## src/rtl/mem_access_stage.sv

```systemverilog
// rtl/mem_access_stage.sv - RISC-V MEM stage: data memory access FSM and MEM/WB register
module mem_access_stage #(
  parameter int TIMEOUT = 255,
  parameter int TO_W    = 8
) (
  input  logic        clk,
  input  logic        reset,
  input  logic [31:0] alu_result_in,
  input  logic [31:0] write_data_in,
  input  logic [4:0]  rd_in,
  input  logic        mem_read_in,
  input  logic        mem_write_in,
  input  logic        reg_write_in,
  input  logic        mem_to_reg_in,
  input  logic [2:0]  funct3_in,
  output logic        dmem_req,
  output logic        dmem_we,
  output logic [31:0] dmem_addr,
  output logic [31:0] dmem_wdata,
  output logic [3:0]  dmem_be,
  input  logic [31:0] dmem_rdata,
  input  logic        dmem_ready,
  output logic        stall_req,
  output logic [31:0] alu_result_out,
  output logic [31:0] mem_data_out,
  output logic [4:0]  rd_out,
  output logic        reg_write_out,
  output logic        mem_to_reg_out,
  output logic        misalign_out,
  output logic        bus_error_out
);

  typedef enum logic [1:0] {IDLE, REQ, DONE} state_t;

  state_t          state, state_nx;
  logic [TO_W-1:0] count;
  logic [31:0]     load_data;
  logic            err_pend;

  logic        mem_op, is_load, misalign, timeout_hit;
  logic [3:0]  be_nx;
  logic [31:0] wdata_nx, load_fmt;
  logic [7:0]  lane_b;
  logic [15:0] lane_h;

  assign mem_op      = mem_read_in | mem_write_in;
  assign is_load     = mem_read_in & ~mem_write_in;
  assign timeout_hit = (TIMEOUT != 0) && (count == TO_W'(TIMEOUT - 1));

  // Size decode uses funct3[1:0]; reserved encodings fall into the word case.
  always_comb begin
    misalign = 1'b0;
    be_nx    = 4'hF;
    wdata_nx = write_data_in;
    case (funct3_in[1:0])
      2'b00: begin
        be_nx    = 4'b0001 << alu_result_in[1:0];
        wdata_nx = {4{write_data_in[7:0]}};
      end
      2'b01: begin
        misalign = alu_result_in[0];
        be_nx    = 4'b0011 << {alu_result_in[1], 1'b0};
        wdata_nx = {2{write_data_in[15:0]}};
      end
      default: misalign = (alu_result_in[1:0] != 2'b00);
    endcase
  end

  always_comb begin
    case (alu_result_in[1:0])
      2'b00:   lane_b = dmem_rdata[7:0];
      2'b01:   lane_b = dmem_rdata[15:8];
      2'b10:   lane_b = dmem_rdata[23:16];
      default: lane_b = dmem_rdata[31:24];
    endcase
    lane_h = alu_result_in[1] ? dmem_rdata[31:16] : dmem_rdata[15:0];
    case (funct3_in[1:0])
      2'b00:   load_fmt = {{24{~funct3_in[2] & lane_b[7]}}, lane_b};
      2'b01:   load_fmt = {{16{~funct3_in[2] & lane_h[15]}}, lane_h};
      default: load_fmt = dmem_rdata;
    endcase
  end

  always_comb begin
    state_nx  = state;
    stall_req = 1'b0;
    case (state)
      IDLE: begin
        if (mem_op && !misalign) begin
          stall_req = 1'b1;
          state_nx  = REQ;
        end
      end
      REQ: begin
        stall_req = 1'b1;
        if (dmem_ready || timeout_hit) state_nx = DONE;
      end
      DONE:    state_nx = IDLE;
      default: state_nx = IDLE;
    endcase
  end

  always_ff @(posedge clk or negedge reset) begin
    if (!reset) begin
      state          <= IDLE;
      count          <= '0;
      load_data      <= '0;
      err_pend       <= 1'b0;
      dmem_req       <= 1'b0;
      dmem_we        <= 1'b0;
      dmem_addr      <= '0;
      dmem_wdata     <= '0;
      dmem_be        <= '0;
      alu_result_out <= '0;
      mem_data_out   <= '0;
      rd_out         <= '0;
      reg_write_out  <= 1'b0;
      mem_to_reg_out <= 1'b0;
      misalign_out   <= 1'b0;
      bus_error_out  <= 1'b0;
    end else begin
      state <= state_nx;
      case (state)
        IDLE: begin
          count <= '0;
          if (mem_op && !misalign) begin
            dmem_req   <= 1'b1;
            dmem_we    <= mem_write_in;
            dmem_addr  <= {alu_result_in[31:2], 2'b00};
            dmem_wdata <= wdata_nx;
            dmem_be    <= be_nx;
            err_pend   <= 1'b0;
            load_data  <= '0;
          end
        end
        REQ: begin
          count <= count + 1'b1;
          if (dmem_ready) begin
            dmem_req  <= 1'b0;
            load_data <= is_load ? load_fmt : 32'h0;
          end else if (timeout_hit) begin
            dmem_req <= 1'b0;
            err_pend <= 1'b1;
          end
        end
        default: count <= '0;
      endcase

      // A stalled instruction reaches MEM/WB only once, in its DONE cycle.
      if (stall_req) begin
        alu_result_out <= '0;
        mem_data_out   <= '0;
        rd_out         <= '0;
        reg_write_out  <= 1'b0;
        mem_to_reg_out <= 1'b0;
        misalign_out   <= 1'b0;
        bus_error_out  <= 1'b0;
      end else begin
        alu_result_out <= alu_result_in;
        rd_out         <= rd_in;
        mem_to_reg_out <= mem_to_reg_in;
        if (state == DONE) begin
          mem_data_out  <= load_data;
          reg_write_out <= reg_write_in & ~err_pend;
          misalign_out  <= 1'b0;
          bus_error_out <= err_pend;
        end else begin
          mem_data_out  <= '0;
          reg_write_out <= reg_write_in & ~mem_op;
          misalign_out  <= mem_op;
          bus_error_out <= 1'b0;
        end
      end
    end
  end

endmodule
```

## config.mk

```make
export PLATFORM = sky130hd
export DESIGN_NAME = mem_access_stage
export DESIGN_NICKNAME = d
export VERILOG_FILES = /design/src/rtl/mem_access_stage.sv
export SDC_FILE = /design/constraint.sdc
export NUM_CORES = 1
export LEC_CHECK = 0
export CAP_MARGIN = 20
export CORE_MARGIN = 8
export CORE_UTILIZATION = 41
export DETAILED_ROUTE_END_ITERATION = 10
export GPL_ROUTABILITY_DRIVEN = 0
export PLACE_DENSITY_LB_ADDON = 0.08
export SLEW_MARGIN = 20
export SYNTH_ARGS = -nofsm -noshare
export SYNTH_HDL_FRONTEND = slang
export SYNTH_SLANG_ARGS = --single-unit
```

## constraint.sdc

```tcl
create_clock -name clk -period 1.7 [get_ports clk]
set_clock_uncertainty 0.2 [all_clocks]
set_input_delay 0.34 -clock clk [delete_from_list [all_inputs] [get_ports clk]]
set_output_delay 0.34 -clock clk [all_outputs]
set_load 0.02 [all_outputs]
```

==> impl_metrics.env, run 1 <==
export IMPL_io_pin_count=255
export IMPL_drive_gt1_share_pct=24.6
export IMPL_clk_latency_ns=0.42
export IMPL_grt_pass1_vias=6322
export IMPL_dieHeight_um=152
export IMPL_cts_buffers=17
export IMPL_dp_hpwl_um=15700
export IMPL_p_leak_nw=5.92
export IMPL_yosysUniqueCellTypes=50
export IMPL_fin_total_pwr_w=0.0152
export IMPL_min_path_cells=4
export IMPL_cp_required_ns=1.16
export IMPL_status="finished, violations left"
export IMPL_hold_viol_final=0
export IMPL_worstPathMaxFanout=2
export IMPL_setup_worst_path_start_class="flip-flop"
export IMPL_yosys_cell_count_top_type="dfrtp_1"
export IMPL_maxCapViolations=0
export IMPL_cts_buffer_depth=2
export IMPL_r2r_setup_slack_ns=-0.21
export IMPL_period_minus_slack_ns=1.94
export IMPL_r2r_start="state[1]"
export IMPL_worst_pin_slew_ns=0.587
export IMPL_vias=5897
export IMPL_die_x_um=152
export IMPL_crit_path_end_kind="primary output"
export IMPL_synth_ff_latch_count=184
export IMPL_clk_pin_slew_worst_paths_ns=0.07
export IMPL_synth_main_ff_cell="dfrtp_1"
export IMPL_cts_root_buf="clkbuf_16"
export IMPL_synth_top_area_cell="dfrtp_1"
export IMPL_arrival_ns=1.40
export IMPL_r2r_cells=8
export IMPL_min_to="err_pend"
export IMPL_overflow=0
export IMPL_worst_slack_ns=-0.242
export IMPL_violations="negative setup slack"
export IMPL_port_buffer_count=252
export IMPL_grt_antenna_before_repair=1
export IMPL_yosys_top_cells_count="dfrtp_1, and3_1, nand2_1, and2_1, mux2_1"
export IMPL_grt_max_degree=49
export IMPL_wl_per_cell_um=20.4
export IMPL_via_per_inst=5.10
export IMPL_syn_to_final_growth_pct=59.6
export IMPL_fin_hold_ws_ns=0.178
export IMPL_drt_iter0_drc=270
export IMPL_drc_errors=0
export IMPL_ys_seq_area_share_pct=61.1
export IMPL_ir_drop_mv=0.734
export IMPL_core_area_um2=18000
export IMPL_track_usage_pct=20.4
export IMPL_dr_pass1_iters=4
export IMPL_power_density_nw_per_um2=1260
export IMPL_ys_warnings_count=0
export IMPL_place_area_um2=10700
export IMPL_nets=1027
export IMPL_synth_edf_count=0
export IMPL_path_class="flip-flop to primary output"
export IMPL_grt_setup_unrepaired="yes"
export IMPL_max_freq_ghz=0.515
export IMPL_cts_sinks=184
export IMPL_syn_area_per_cell_um2=12.6
export IMPL_r2r_end="load_data[14]"
export IMPL_setup_viol_count_final=124
export IMPL_h_tree_depth=4
export IMPL_min_from="funct3_in[1]"
export IMPL_fin_setup_tns_ns=-10.36
export IMPL_period_share_pct=114
export IMPL_final_design_area_no_fill_um2=12000
export IMPL_slew_limit_headroom_pct=60.8
export IMPL_regArea_um2=4600
export IMPL_hold_class="input pin to flip-flop"
export IMPL_start_util_pct=41.8
export IMPL_die_area_um2=23000
export IMPL_final_antenna_net_count=0
export IMPL_synth_top_area_share_pct=61.1
export IMPL_n_fill_cell=1392
export IMPL_syn_inst=598
export IMPL_drv_slew=0
export IMPL_async_flop_share_pct=100
export IMPL_multi_input_area_um2=3010
export IMPL_syn_area_um2=7540
export IMPL_yosys_top_cells_area="dfrtp_1, mux2_1, mux2i_1"
export IMPL_grt_pass1_wl_um=36000
export IMPL_finalWirelength_um=23600
export IMPL_fp_row_count=49
export IMPL_cts_tree="yes"
metrics by stage:
stage / instances / utilization [%] / setup WS, ns
4_1_cts: 1152 / 65.8 / -0.241
3_5_place_dp: 1091 / 59.2 / -0.836
6_report: 1157 / 66.7 / -0.242
2_1_floorplan: 599 / - / -0.0968
3_3_place_gp: 1091 / 59.2 / -0.771
5_1_grt: 1157 / 66.7 / -0.343
worst max-delay path by stage:
stage,from,endpoint,cells after the start,slack [ns]
2_1_floorplan,alu_result_in[0],load_data[12],5,-0.1
3_3_place_gp,alu_result_in[1],load_data[19],6,-0.77
3_5_place_dp,alu_result_in[1],load_data[16],6,-0.84
4_1_cts,state[0],stall_req,4,-0.24
5_1_grt,state[1],stall_req,4,-0.34
6_report,state[1],stall_req,4,-0.24
sequential cells by signal, summed over array words and instances (netlist names):
signal / cells
alu_result_out: 32
dmem_wdata: 32
load_data: 32
mem_data_out: 32
dmem_addr: 30
count: 8
rd_out: 5
dmem_be: 4
state: 2
bus_error_out: 1
dmem_req: 1
dmem_we: 1
err_pend: 1
mem_to_reg_out: 1
misalign_out: 1
reg_write_out: 1
report_power, final:
| group | switching (W) | total (W) | internal, W | leakage (nW) |
|---|---|---|---|---|
| clock | 0.00176 | 0.00401 | 0.00225 | 0.286 |
| sequential | 0.000483 | 0.00580 | 0.00531 | 2.37 |
| combinational | 0.00283 | 0.00540 | 0.00256 | 3.26 |
final cells by class:
| class | instances | area share (%) |
|---|---|---|
| Clock buffer | 19 | 3.68 |
| Timing Repair Buffer | 338 | 28.9 |
| Clock inverter | 13 | 1.33 |
| Tap cell | 229 | 2.38 |
| Multi-Input combinational cell | 362 | 25.0 |
| Inverter | 11 | 0.343 |
| Sequential cell | 184 | 38.3 |
| Antenna cell | 1 | 0.0208 |
kinds of logic (layout without fill, tap and decap cells):
family / after synthesis / in the layout / share of synthesized area, %
other: 1 / 3 / 0.0498
multiplexers: 74 / 74 / 10.7
flip-flops: 184 / 184 / 61.1
XOR/XNOR: 7 / 7 / 0.814
AO/OA/AOI/OAI: 103 / 103 / 10.7
AND/OR/NAND/NOR: 174 / 174 / 13.0
adder cells (fa/ha/maj): 2 / 2 / 0.332
buffers and inverters: 53 / 381 / 3.32
placed cells by master (no fill, tap or decap), drive strengths merged, types with 15 or more instances in the layout:
cell type and count:
a21oi 15, a22o 17, and2 33, and3 39, buf 84, clkbuf 39
clkdlybuf4s15 51, clkdlybuf4s50 103, dfrtp 184, dlygate4sd2 78, inv 16, mux2 49
mux2i 25, nand2 35, nand2b 18, nor2 25, o21ai 31
layer usage:
| metal | up-vias | GRT usage, % | wire length [um] |
|---|---|---|---|
| li1 | 2740 | - | - |
| met4 | 0 | 7.10 | 413 |
| met5 | - | 0 | 0 |
| met3 | 32 | 6.00 | 1770 |
| met1 | 2927 | 24.3 | 9320 |
| met2 | 198 | 34.6 | 12100 |
repair_timing:
item | 4_1_cts | 5_1_grt
hold buffers | 1 | 0
endpoints found under the hold margin | 148 | 0
gates cloned | 10 | 3
setup buffers | 18 | 4
pin swaps | 9 | 23
gates resized for setup | 245 | 116
endpoints found under the setup margin | 256 | 198
worst max-delay path, cell delays in order, from the launching register on:
cell,delay (ns)
dfrtp_1,0.41
nor2_2,0.16
nand4b_1,0.17
nand2_2,0.11
buf_6,0.12
Power figures use the tool's default switching activity.
==> run 2: changes to the inputs <==
Settings changed: ABC_CLOCK_PERIOD_IN_PS from default to 1700, CORE_UTILIZATION 41 to 43, CTS_BUF_LIST from default to sky130_fd_sc_hd__clkbuf_8.
==> run 2 against run 1 <==
The run still ends with negative setup slack left. Critical endpoint unchanged. Worst setup slack got worse by 0.039 ns. Utilization down 1.1 points. Combinational power decreased by 4.4%.
==> impl_metrics.env, run 2 (synthesized netlist as in run 1, its figures left out) <==
export IMPL_die_area_um2=22000
export IMPL_status="finished, violations left"
export IMPL_fin_hold_ws_ns=0.108
export IMPL_crit_path_end_kind="primary output"
export IMPL_finalWirelength_um=22500
export IMPL_drive_gt1_share_pct=35.6
export IMPL_top_layer_used="met5"
export IMPL_port_buffer_count=252
export IMPL_vias=5777
export IMPL_fin_setup_tns_ns=-17.94
export IMPL_arrival_ns=1.44
export IMPL_r2r_cells=7
export IMPL_hold_viol_final=0
export IMPL_io_pin_count=255
export IMPL_wirelength_met1_um=9140
export IMPL_crit_chain="buf_4 > nand2b_1 > nand2_2 > buf_6"
export IMPL_max_freq_ghz=0.505
export IMPL_final_design_area_no_fill_um2=11300
export IMPL_placedCellCount=1082
export IMPL_final_antenna_net_count=0
export IMPL_r2r_end="load_data[24]"
export IMPL_period_minus_slack_ns=1.98
export IMPL_overflow=0
export IMPL_setup_worst_path_start_class="flip-flop"
export IMPL_cp_top_family="flip-flops"
export IMPL_start_util_pct=43.7
export IMPL_cp_num_buf_inv=2
export IMPL_setup_viol_count_final=98
export IMPL_drc_errors=0
export IMPL_cts_tree="yes"
export IMPL_layout_commonest_cell="dfrtp_1"
export IMPL_critPathMaxStageDelay_ns=0.40
export IMPL_clk_latency_ns=0.46
export IMPL_place_area_um2=10600
export IMPL_ir_drop_mv=0.724
export IMPL_r2r_setup_slack_ns=-0.26
export IMPL_dieHeight_um=148
export IMPL_cp_required_ns=1.16
export IMPL_cts_buffers=17
export IMPL_grt_setup_unrepaired="yes"
export IMPL_core_area_um2=17200
export IMPL_h_tree_depth=4
export IMPL_worstPathMaxFanout=4
export IMPL_worst_slack_ns=-0.281
export IMPL_path_class="flip-flop to primary output"
export IMPL_final_cells=1140
export IMPL_period_share_pct=117
export IMPL_power_density_nw_per_um2=1220
export IMPL_nets=1014
export IMPL_cts_sinks=184
export IMPL_grt_max_degree=62
export IMPL_layout_common_cells="dfrtp_1, clkdlybuf4s50_1, buf_2, clkbuf_2, buf_4"
export IMPL_maxCapViolations=0
export IMPL_drv_slew=0
export IMPL_hold_class="input pin to async pin"
export IMPL_p_leak_nw=5.49
export IMPL_fin_util_pct=65.6
export IMPL_grt_pass1_vias=6331
export IMPL_wl_met2_um=11000
export IMPL_crit_slowest_cell="dfrtp_1"
export IMPL_wl_met3_um=1940
export IMPL_fp_row_count=48
export IMPL_violations="negative setup slack"
export IMPL_cts_root_buf="clkbuf_8"
export IMPL_dr_pass1_iters=8
export IMPL_grt_pass1_wl_um=35900
export IMPL_syn_to_final_growth_pct=50.0
export IMPL_grt_antenna_before_repair=3
export IMPL_dp_hpwl_um=15500
export IMPL_wl_per_cell_um=19.8
export IMPL_track_usage_pct=20.9
export IMPL_clk_pin_slew_worst_paths_ns=0.10
export IMPL_r2r_start="state[0]"
export IMPL_die_x_um=148
export IMPL_via_per_inst=5.07
export IMPL_cts_buffer_depth=2
export IMPL_drt_iter0_drc=266
==> run 2: worst max-delay path by stage <==
| stage | startpoint | to | depth (start not counted) |
|---|---|---|---|
| 3_5_place_dp | alu_result_in[1] | load_data[18] | 6 |
| 5_1_grt | state[1] | stall_req | 4 |
| 4_1_cts | state[1] | stall_req | 4 |
| 2_1_floorplan | alu_result_in[0] | load_data[12] | 5 |
| 6_report | state[1] | stall_req | 4 |
| 3_3_place_gp | alu_result_in[0] | stall_req | 5 |
==> run 2: layout make-up <==
cell class | instances | area, um^2
clock inverters | 11 | 97.6
inverters | 11 | 41.3
diodes | 2 | 5.00
fillers | 1340 | 5930
well taps | 225 | 282
flip-flops and latches | 184 | 4600
clock buffers | 20 | 275
repair buffers | 325 | 3050
multi-input cells | 362 | 2950
==> run 2: report_power, final <==
part	internal, W	total [W]	switching, W
Combinational	0.00239	0.00516	0.00276
Sequential	0.00531	0.00577	0.000461
Clock	0.00127	0.00284	0.00157
==> run 2: per-layer routing <==
metal | vias up | GRT usage, %
met5 | - | 0
li1 | 2711 | -
met1 | 2839 | 25.2
met3 | 28 | 7.60
met4 | 2 | 7.24
met2 | 197 | 34.0
==> run 2: through the flow <==
step	power, W	setup WS [ns]
2_1_floorplan	0.00816	-0.0968
3_3_place_gp	0.0108	-0.824
3_5_place_dp	0.0109	-0.853
4_1_cts	0.0142	-0.253
5_1_grt	0.0145	-0.350
6_report	0.0138	-0.281
==> run 2: worst reg2reg max path, delay by kind of cell (launching register included) <==
kind            cells  cell delay [ns]
flops               1             0.41
simple gates        2             0.32
compound gates      2             0.40
buf+inv             3             0.53
==> run 2: timing repair <==
| item | CTS | global route |
|---|---|---|
| hold buffers | 2 | 0 |
| cloned | 10 | 0 |
| setup buffers | 11 | 3 |
| endpoints found under the hold margin | 185 | 0 |
| setup endpoints to repair | 255 | 217 |
| resized for setup | 459 | 106 |
| pin swaps | 28 | 1 |
==> run 3: changes to the inputs <==
Settings changed: SKIP_CTS_REPAIR_TIMING from default to 1.
==> run 3 against run 2 <==
The run still ends with negative setup slack left. Via count rose by 0.55%. Register-to-register slack worse by 0.07 ns. Sequential power about the same. Critical path type is now flip-flop to flip-flop. Critical endpoint is now load_data[30]. Largest power group unchanged. Highest routed layer unchanged.
==> impl_metrics.env, run 3 (synthesized netlist as in run 1, its figures left out) <==
export IMPL_cts_sinks=184
export IMPL_via_per_inst=5.12
export IMPL_r2r_setup_slack_ns=-0.33
export IMPL_fp_row_count=48
export IMPL_p_leak_nw=7.22
export IMPL_path_class="flip-flop to flip-flop"
export IMPL_clkPwrFrac_pct=20.1
export IMPL_setup_viol_count_final=109
export IMPL_cts_tree="yes"
export IMPL_worstPathMaxFanout=16
export IMPL_drv_slew=0
export IMPL_finalWirelength_um=22900
export IMPL_drc_errors=0
export IMPL_fin_hold_ws_ns=0.115
export IMPL_period_share_pct=119
export IMPL_syn_to_final_growth_pct=57.9
export IMPL_clk_latency_ns=0.45
export IMPL_max_freq_ghz=0.493
export IMPL_nets=1008
export IMPL_hold_viol_final=0
export IMPL_io_pin_count=255
export IMPL_cts_root_buf="clkbuf_8"
export IMPL_overflow=0
export IMPL_start_util_pct=43.7
export IMPL_layout_commonest_cell="dfrtp_1"
export IMPL_grt_pass1_vias=6022
export IMPL_grt_pass1_wl_um=33400
export IMPL_grt_max_degree=62
export IMPL_power_density_nw_per_um2=1180
export IMPL_worst_slack_ns=-0.328
export IMPL_period_minus_slack_ns=2.03
export IMPL_grt_setup_unrepaired="yes"
export IMPL_dieHeight_um=148
export IMPL_die_area_um2=22000
export IMPL_cts_buffers=17
export IMPL_violations="negative setup slack"
export IMPL_grt_antenna_before_repair=3
export IMPL_switching_share_pct=33.8
export IMPL_comb_power_share_pct=38.9
export IMPL_core_area_um2=17200
export IMPL_arrival_ns=2.17
export IMPL_h_tree_depth=4
export IMPL_vias=5809
export IMPL_fin_total_pwr_w=0.0140
export IMPL_dp_hpwl_um=15500
export IMPL_drive_gt1_share_pct=19.8
export IMPL_track_usage_pct=19.4
export IMPL_final_antenna_net_count=0
export IMPL_dr_pass1_iters=7
export IMPL_clk_pin_slew_worst_paths_ns=0.10
export IMPL_maxCapViolations=0
export IMPL_layout_common_cells="dfrtp_1, dlymetal6s2s_1, clkdlybuf4s50_1, buf_4, nand2_1"
export IMPL_cts_buffer_depth=2
export IMPL_die_x_um=148
export IMPL_r2r_end="load_data[30]"
export IMPL_worst_pin_slew_ns=0.576
export IMPL_r2r_start="state[0]"
export IMPL_status="finished, violations left"
export IMPL_internal_power_w=0.00930
export IMPL_ir_drop_mv=0.826
export IMPL_hold_class="input pin to async pin"
export IMPL_slew_limit_headroom_pct=61.6
export IMPL_wl_per_cell_um=20.2
export IMPL_port_buffer_count=252
export IMPL_r2r_cells=8
export IMPL_cp_required_ns=1.84
export IMPL_crit_path_end_kind="flip-flop"
export IMPL_setup_worst_path_start_class="flip-flop"
export IMPL_drt_iter0_drc=255
export IMPL_netSwitchingPower_w=0.00475
export IMPL_p_seq_share_pct=41.0
run 3: worst max-delay path by stage:
stage,slack [ns],to,start,cells after the start
2_1_floorplan,-0.1,load_data[12],alu_result_in[0],5
3_3_place_gp,-0.82,stall_req,alu_result_in[0],5
3_5_place_dp,-0.85,load_data[18],alu_result_in[1],6
4_1_cts,-0.87,stall_req,alu_result_in[0],5
5_1_grt,-0.38,load_data[30],state[0],8
6_report,-0.33,load_data[30],state[0],8
run 3: power by group through the flow:
| stage | Clock [W] | Sequential [W] | Combinational (W) |
|---|---|---|---|
| 2_1_floorplan | 0 | 0.00689 | 0.00126 |
| 3_3_place_gp | 0 | 0.00580 | 0.00500 |
| 3_5_place_dp | 0 | 0.00585 | 0.00509 |
| 4_1_cts | 0.00290 | 0.00577 | 0.00510 |
| 5_1_grt | 0.00311 | 0.00587 | 0.00582 |
| 6_report | 0.00282 | 0.00576 | 0.00547 |
run 3: stage by stage:
step | util [%] | instance area (um^2) | setup WS [ns] | cells | TNS [ns]
final | 69.0 | 11900 | -0.328 | 1134 | -21.73
after global placement | 61.4 | 10600 | -0.824 | 1082 | -82.42
after CTS | 63.6 | 11000 | -0.866 | 1113 | -62.46
after detailed placement | 61.4 | 10600 | -0.853 | 1082 | -87.17
after global routing | 69.0 | 11900 | -0.376 | 1134 | -26.43
after floorplan | - | 7560 | -0.0968 | 599 | -1.75
run 3: layer usage:
metal | GRT usage [%] | up-vias | wire, um
met5 | 0 | - | 13
met3 | 7.32 | 28 | 1640
met2 | 31.2 | 190 | 11300
met4 | 6.43 | 2 | 459
met1 | 23.7 | 2895 | 9470
li1 | - | 2694 | -
run 3: worst max-delay path, cell delays in order, from the launching register on:
cell and delay [ns]:
dfrtp_1 0.41, nor2_2 0.15, nand4b_1 0.15, buf_4 0.18
buf_6 0.13, buf_12 0.13, a21boi_4 0.17, buf_12 0.16
a22o_1 0.23
run 3: area by class of cell:
type	instances	area, um^2
repair buffers	319	3670
clock buffers	20	275
inverters	11	41.3
multi-input cells	362	2920
flip-flops and latches	184	4600
clock inverters	11	97.6
fillers	1255	5340
well taps	225	282
diodes	2	5.00
==> RTL edit 1 (settings of run 3) <==
`TO_W`: 8 -> 12.
--- a/src/rtl/mem_access_stage.sv
+++ b/src/rtl/mem_access_stage.sv
@@ -3,3 +3,3 @@
   parameter int TIMEOUT = 255,
-  parameter int TO_W    = 8
+  parameter int TO_W    = 12
 ) (
Formal check against the unedited RTL: no difference found for any inputs over 4 cycles, from zero or initial values and one cycle with reset low; that may be too few to reach the edited logic, so the function may still have changed.
==> RTL edit 1 against run 3 <==
- design area rose by 1.1%
- fmax increased by 1.5%
- the flow still finishes with violations (negative setup slack)
- synthesized area up 0.40%
- critical path type is now reg2out
- via count rose by 0.59%
- routed wire length increased by 0.16%
- sequential cell count increased by 4
- global-route usage is essentially flat
- worst setup slack improved by 0.030 ns
- power is 4.2% higher
==> RTL edit 1: results (changes against run 3) <==
* Buffers on Ports at 252 (unchanged)
* Largest net degree at the start of global routing at 57 (was 62)
* Iter 0 DRT Violations at 341 (was 255)
* Post-DP Area at 10820 um2 (was 10580 um2)
* Register area share after synthesis at 0.6218 (was 0.6110)
* Detailed Routing Iterations Pass 1 at 4 (was 7)
* Worst-Margin Slew at 0.7189 ns (was 0.5759 ns)
* Antenna violations before repair at 0 (was 3)
* Gr usage total at 0.1941 (was 0.1942)
* Yosys cell types at 48 (was 50)
* Top post-synthesis cells by count: 188 x dfrtp_1, 50 x mux2_2, 48 x nor2b_1, 41 x nand2_1, 34 x and2_1 (was 184 x dfrtp_1, 39 x and3_1, 35 x nand2_1, 33 x and2_1, 33 x mux2_1)
* Vias post-DR at 5843 (was 5809)
* Global-route wire length before repair at 33600 um (was 33410 um)
* Status: finished, violations left (unchanged)
* Final worst slack at -0.2976 ns (was -0.3275 ns)
* Share of layout cells above drive strength 1 at 0.2153 (was 0.1985)
* H-tree Lvls at 4 (unchanged)
* Failing checks: negative setup slack (unchanged)
* Vias in the first global route at 6124 (was 6022)
* Ant diodes at 0 (was 2)
* DRT Wirelength at 22910 um (was 22870 um)
* Crit-path max FO at 3 (was 16)
* Yosys warnings at 0 (unchanged)
* TNS Setup at -4.841 ns (was -21.73 ns)
* CP arrival at 1.46 ns (was 2.17 ns)
* Maximum root-to-sink buffer count at 2 (unchanged)
* Peak VDD IR at 711.9 uV (was 825.6 uV)
* Dominant cells by area after synthesis: dfrtp_1 62%, mux2_2 7.4%, nor2b_1 4.0%, mux2i_1 3.2%, and2_1 2.8% (was dfrtp_1 61%, mux2_1 4.9%, mux2i_1 3.3%, and3_1 3.2%, and2_1 2.7%)
* Final nets at 1029 (was 1008)
* Psw at 0.005151 W (was 0.004747 W)
* # setup viols final at 33 (was 109)
* Leak at 7.110 nW (was 7.224 nW)
* Hold Crit Class: in2async (unchanged)
* RR Startpoint: state[1] (was state[0])
* Hpwl dp at 16200 um (was 15540 um)
[RTL edit 1: cell count changes in the layout (fill, tap and decap cells not counted), sizes merged, moves of 7 or more]
cell / before / now
a221oi: 9 / 16
a221o: 1 / 16
and3: 39 / 0
buf: 60 / 75
a222oi: 7 / 0
nand2b: 18 / 2
nor2b: 4 / 48
a22o: 17 / 2
[RTL edit 1: power groups by stage]
stage               registers (W)  logic (W)  clock network, W
global placement          0.00598    0.00549                 0
detailed placement        0.00603    0.00557                 0
global route              0.00603    0.00612           0.00319
CTS                       0.00595    0.00559           0.00301
finish                    0.00592    0.00577           0.00295
floorplan                 0.00713    0.00151                 0
[RTL edit 1: metrics by stage]
stage,worst slack (ns),instances
4_1_cts,-0.7012,1137
3_3_place_gp,-0.9724,1105
5_1_grt,-0.3435,1154
3_5_place_dp,-1.110,1105
6_report,-0.2976,1154
2_1_floorplan,-0.3880,606
[RTL edit 1: worst paths after layout]
check                                   end  slack, ns  cells past startpoint
setup / recovery                  stall_req      -0.30                      5
hold / removal             mem_data_out[26]       0.16                      2
setup reg to reg              load_data[20]      -0.26                      5
hold reg to reg              dmem_wdata[20]       0.29                      2
max in group asynchronous      load_data[3]       0.57                      3
min in group clk                    dmem_we       0.17                      3
[RTL edit 1: critical path, stage by stage, from the launching register on]
cell and delay (ns):
dfrtp_1 0.38, buf_6 0.12, inv_2 0.04, buf_6 0.11, a21oi_4 0.20, buf_6 0.15
[RTL edit 1: area by class of cell]
type                       count  area, um2
inverter                      12      45.04
multi-input combinational    366       2855
sequential                   188       4705
clock buffer                  17      234.0
tap                          225      281.5
clock inverter                15      153.9
timing repair buffer         331       3759
fill                        1211       5204
[RTL edit 1: cell families after synthesis]
logic type,share of synthesized area
mux,0.1062
simple gates,0.1297
fa+ha+maj,0.003307
flops,0.6218
xor+xnor,0.009260
buf+inv,0.03076
other cells,0.0004956
compound gates,0.09856
[RTL edit 1: routing by layer]
layer,up-vias,share of wire,track usage
met5,-,0,0
met2,189,0.53,0.3359
met1,2921,0.39,0.2295
li1,2711,-,-
met4,0,0.015,0.06221
met3,22,0.066,0.05226
==> RTL edit 2 (flow settings as in run 3) <==
Without the edit above. Make the reset (`reset`) synchronous in one clocked block.
--- a/src/rtl/mem_access_stage.sv
+++ b/src/rtl/mem_access_stage.sv
@@ -102,3 +102,3 @@
 
-  always_ff @(posedge clk or negedge reset) begin
+  always_ff @(posedge clk) begin
     if (!reset) begin
Check against the original RTL: differs if reset is asserted again (counterexample within 4 cycles, from zero or initial values and one cycle with reset low); with reset held inactive, the same outputs for 4 cycles.
==> RTL edit 2 against run 3 <==
- the run still ends with negative setup slack left
- worst setup slack improved by 0.17 ns
- die area decreased by 11%
- routed wire length increased by 5.1%
- design area decreased by 4.1%
- synthesized area decreased by 12%
- sequential cell count unchanged
Power is not compared: it rests on default switching activity, and its combinational part moved more than twofold at a synthesized area within 25%.
==> RTL edit 2: results (changes against run 3) <==
* Final worst slack at -0.1546 ns (was -0.3275 ns)
* # setup viols final at 51 (was 109)
* Share of layout cells above drive strength 1 at 0.2369 (was 0.1985)
* Initial Util at 0.4376 (was 0.4372)
* Register area share after synthesis at 0.5578 (was 0.6110)
* Syn Inst Count at 682 (was 598)
* Vias in the first global route at 5851 (was 6022)
* Iter 0 DRT Violations at 470 (was 255)
* DRT Wirelength at 24030 um (was 22870 um)
* Detailed Routing Iterations Pass 1 at 5 (was 7)
* Family with the most delay on the worst path: compound AO/OA/AOI/OAI gates (was buffers and inverters)
* Crit-path max FO at 16 (unchanged)
* Gr usage total at 0.2063 (was 0.1942)
* Yosys cell types at 48 (was 50)
* Failing checks: negative setup slack (unchanged)
* Critical path's largest stage delay at roughly 0.42 ns
* Vias post-DR at 6277 (was 5809)
* Hold Crit Class: in2reg (was in2async)
* TNS Setup at -3.975 ns (was -21.73 ns)
* Status: finished, violations left (unchanged)
* Antenna violations before repair at 1 (was 3)
* Critical-path top delay cell: a2111oi_4 (was dfrtp_1)
* Worst r2r path cells at 6 (was 8)
* Top post-synthesis cells by count: 184 x dfxtp_1, 107 x nand2_1, 72 x and2_1, 49 x a21oi_1, 38 x nor2_1 (was 184 x dfrtp_1, 39 x and3_1, 35 x nand2_1, 33 x and2_1, 33 x mux2_1)
* CP arrival at 2.05 ns (was 2.17 ns)
* Post-DP Area at 9593 um2 (was 10580 um2)
* Hpwl dp at 15960 um (was 15540 um)
* Final nets at 1093 (was 1008)
* Largest net degree at the start of global routing at 69 (was 62)
* RR Startpoint: state[1] (was state[0])
* CTS clk-pin slew, worst paths at ~0.090 ns
* WL/cell at 20.35 um (was 20.17 um)
* Reg-to-reg endpoint: load_data[30] (unchanged)
* Worst-Margin Slew at 0.5087 ns (was 0.5759 ns)
* Post-synth ARST share at 0 (was 1.000)
* Dominant cells by area after synthesis: dfxtp_1 56%, and2_1 6.8%, nand2_1 6.1%, a21oi_1 3.7%, mux2i_1 2.7% (was dfrtp_1 61%, mux2_1 4.9%, mux2i_1 3.3%, and3_1 3.2%, and2_1 2.7%)
* Hold-critical path depth at 2
* Clk root buf: clkbuf_8 (unchanged)
* Hold path start: alu_result_in[1]
* Global-route wire length before repair at 32210 um (was 33410 um)
* Fillcell total at 979 (was 1255)
* Peak VDD IR at 577.6 uV
-- RTL edit 2: changes by cell type after synthesis, moves of 15 or more --
cell,run 3,this run
a21oi_1,15,49
a22o_1,17,0
and2_1,33,72
and3_1,39,5
clkbuf_1,19,34
dfrtp_1,184,0
dfxtp_1,0,184
mux2_1,33,0
nand2_1,35,107
-- RTL edit 2: cell type report --
type | count | area share
Clock buffer | 19 | 0.02292
Antenna cell | 1 | 0.0002193
Timing Repair Buffer | 332 | 0.3381
Inverter | 4 | 0.001316
Multi-Input combinational cell | 441 | 0.2826
Tap cell | 188 | 0.02062
Sequential cell | 184 | 0.3231
Clock inverter | 12 | 0.01119
-- RTL edit 2: worst reg2reg max path, cell delays in order (launching register included) --
cell and delay [ns]:
dfxtp_2 0.35, buf_6 0.11, and3b_2 0.28, nand3_4 0.14
a2111oi_4 0.42, buf_12 0.19, a221o_2 0.11
-- RTL edit 2: report_power, final --
group,leakage [nW],total [W],internal [W],switching (W)
Clock,0.206,0.00293,0.00138,0.00155
Combinational,5.07,0.00223,0.00110,0.00112
Sequential,1.50,0.00462,0.00452,0.0000954
-- RTL edit 2: through the flow --
| stage | hold slack, ns | setup slack, ns | util |
|---|---|---|---|
| after floorplan | 0.2177 | -0.2071 | - |
| after global routing | 0.03246 | -0.2101 | 0.7561 |
| after detailed placement | 0.2330 | -1.058 | 0.6357 |
| after global placement | 0.2288 | -0.9895 | 0.6357 |
| final | 0.02871 | -0.1546 | 0.7561 |
| after CTS | 0.2143 | -0.8873 | 0.6615 |
-- RTL edit 2: how the worst max path moves through the flow --
| stage | start | to | slack [ns] | depth (start not counted) |
|---|---|---|---|---|
| after floorplan | alu_result_in[1] | load_data[21] | -0.21 | 6 |
| after global placement | alu_result_in[1] | load_data[26] | -0.99 | 6 |
| after detailed placement | alu_result_in[1] | load_data[22] | -1.06 | 6 |
| after CTS | alu_result_in[1] | stall_req | -0.89 | 5 |
| after global routing | state[1] | load_data[18] | -0.21 | 6 |
| final | state[1] | load_data[30] | -0.15 | 6 |
-- RTL edit 2: kinds of logic after synthesis --
group                      Yosys count  share of synthesized area
and+or+nand+nor                    257                     0.1883
other                                1                  0.0005679
DFF                                184                     0.5578
muxes                               27                    0.04433
AOI/OAI and AO/OA                  146                     0.1567
adders and majority gates            2                   0.003789
xor gates and xnor gates             7                   0.009284
buffers and inverters               58                    0.03922
-- RTL edit 2: metal layers --
metal | track usage | share of wire
met1 | 0.2454 | 0.42
met2 | 0.3541 | 0.50
met3 | 0.05301 | 0.060
met4 | 0.07200 | 0.020
met5 | 0 | 0
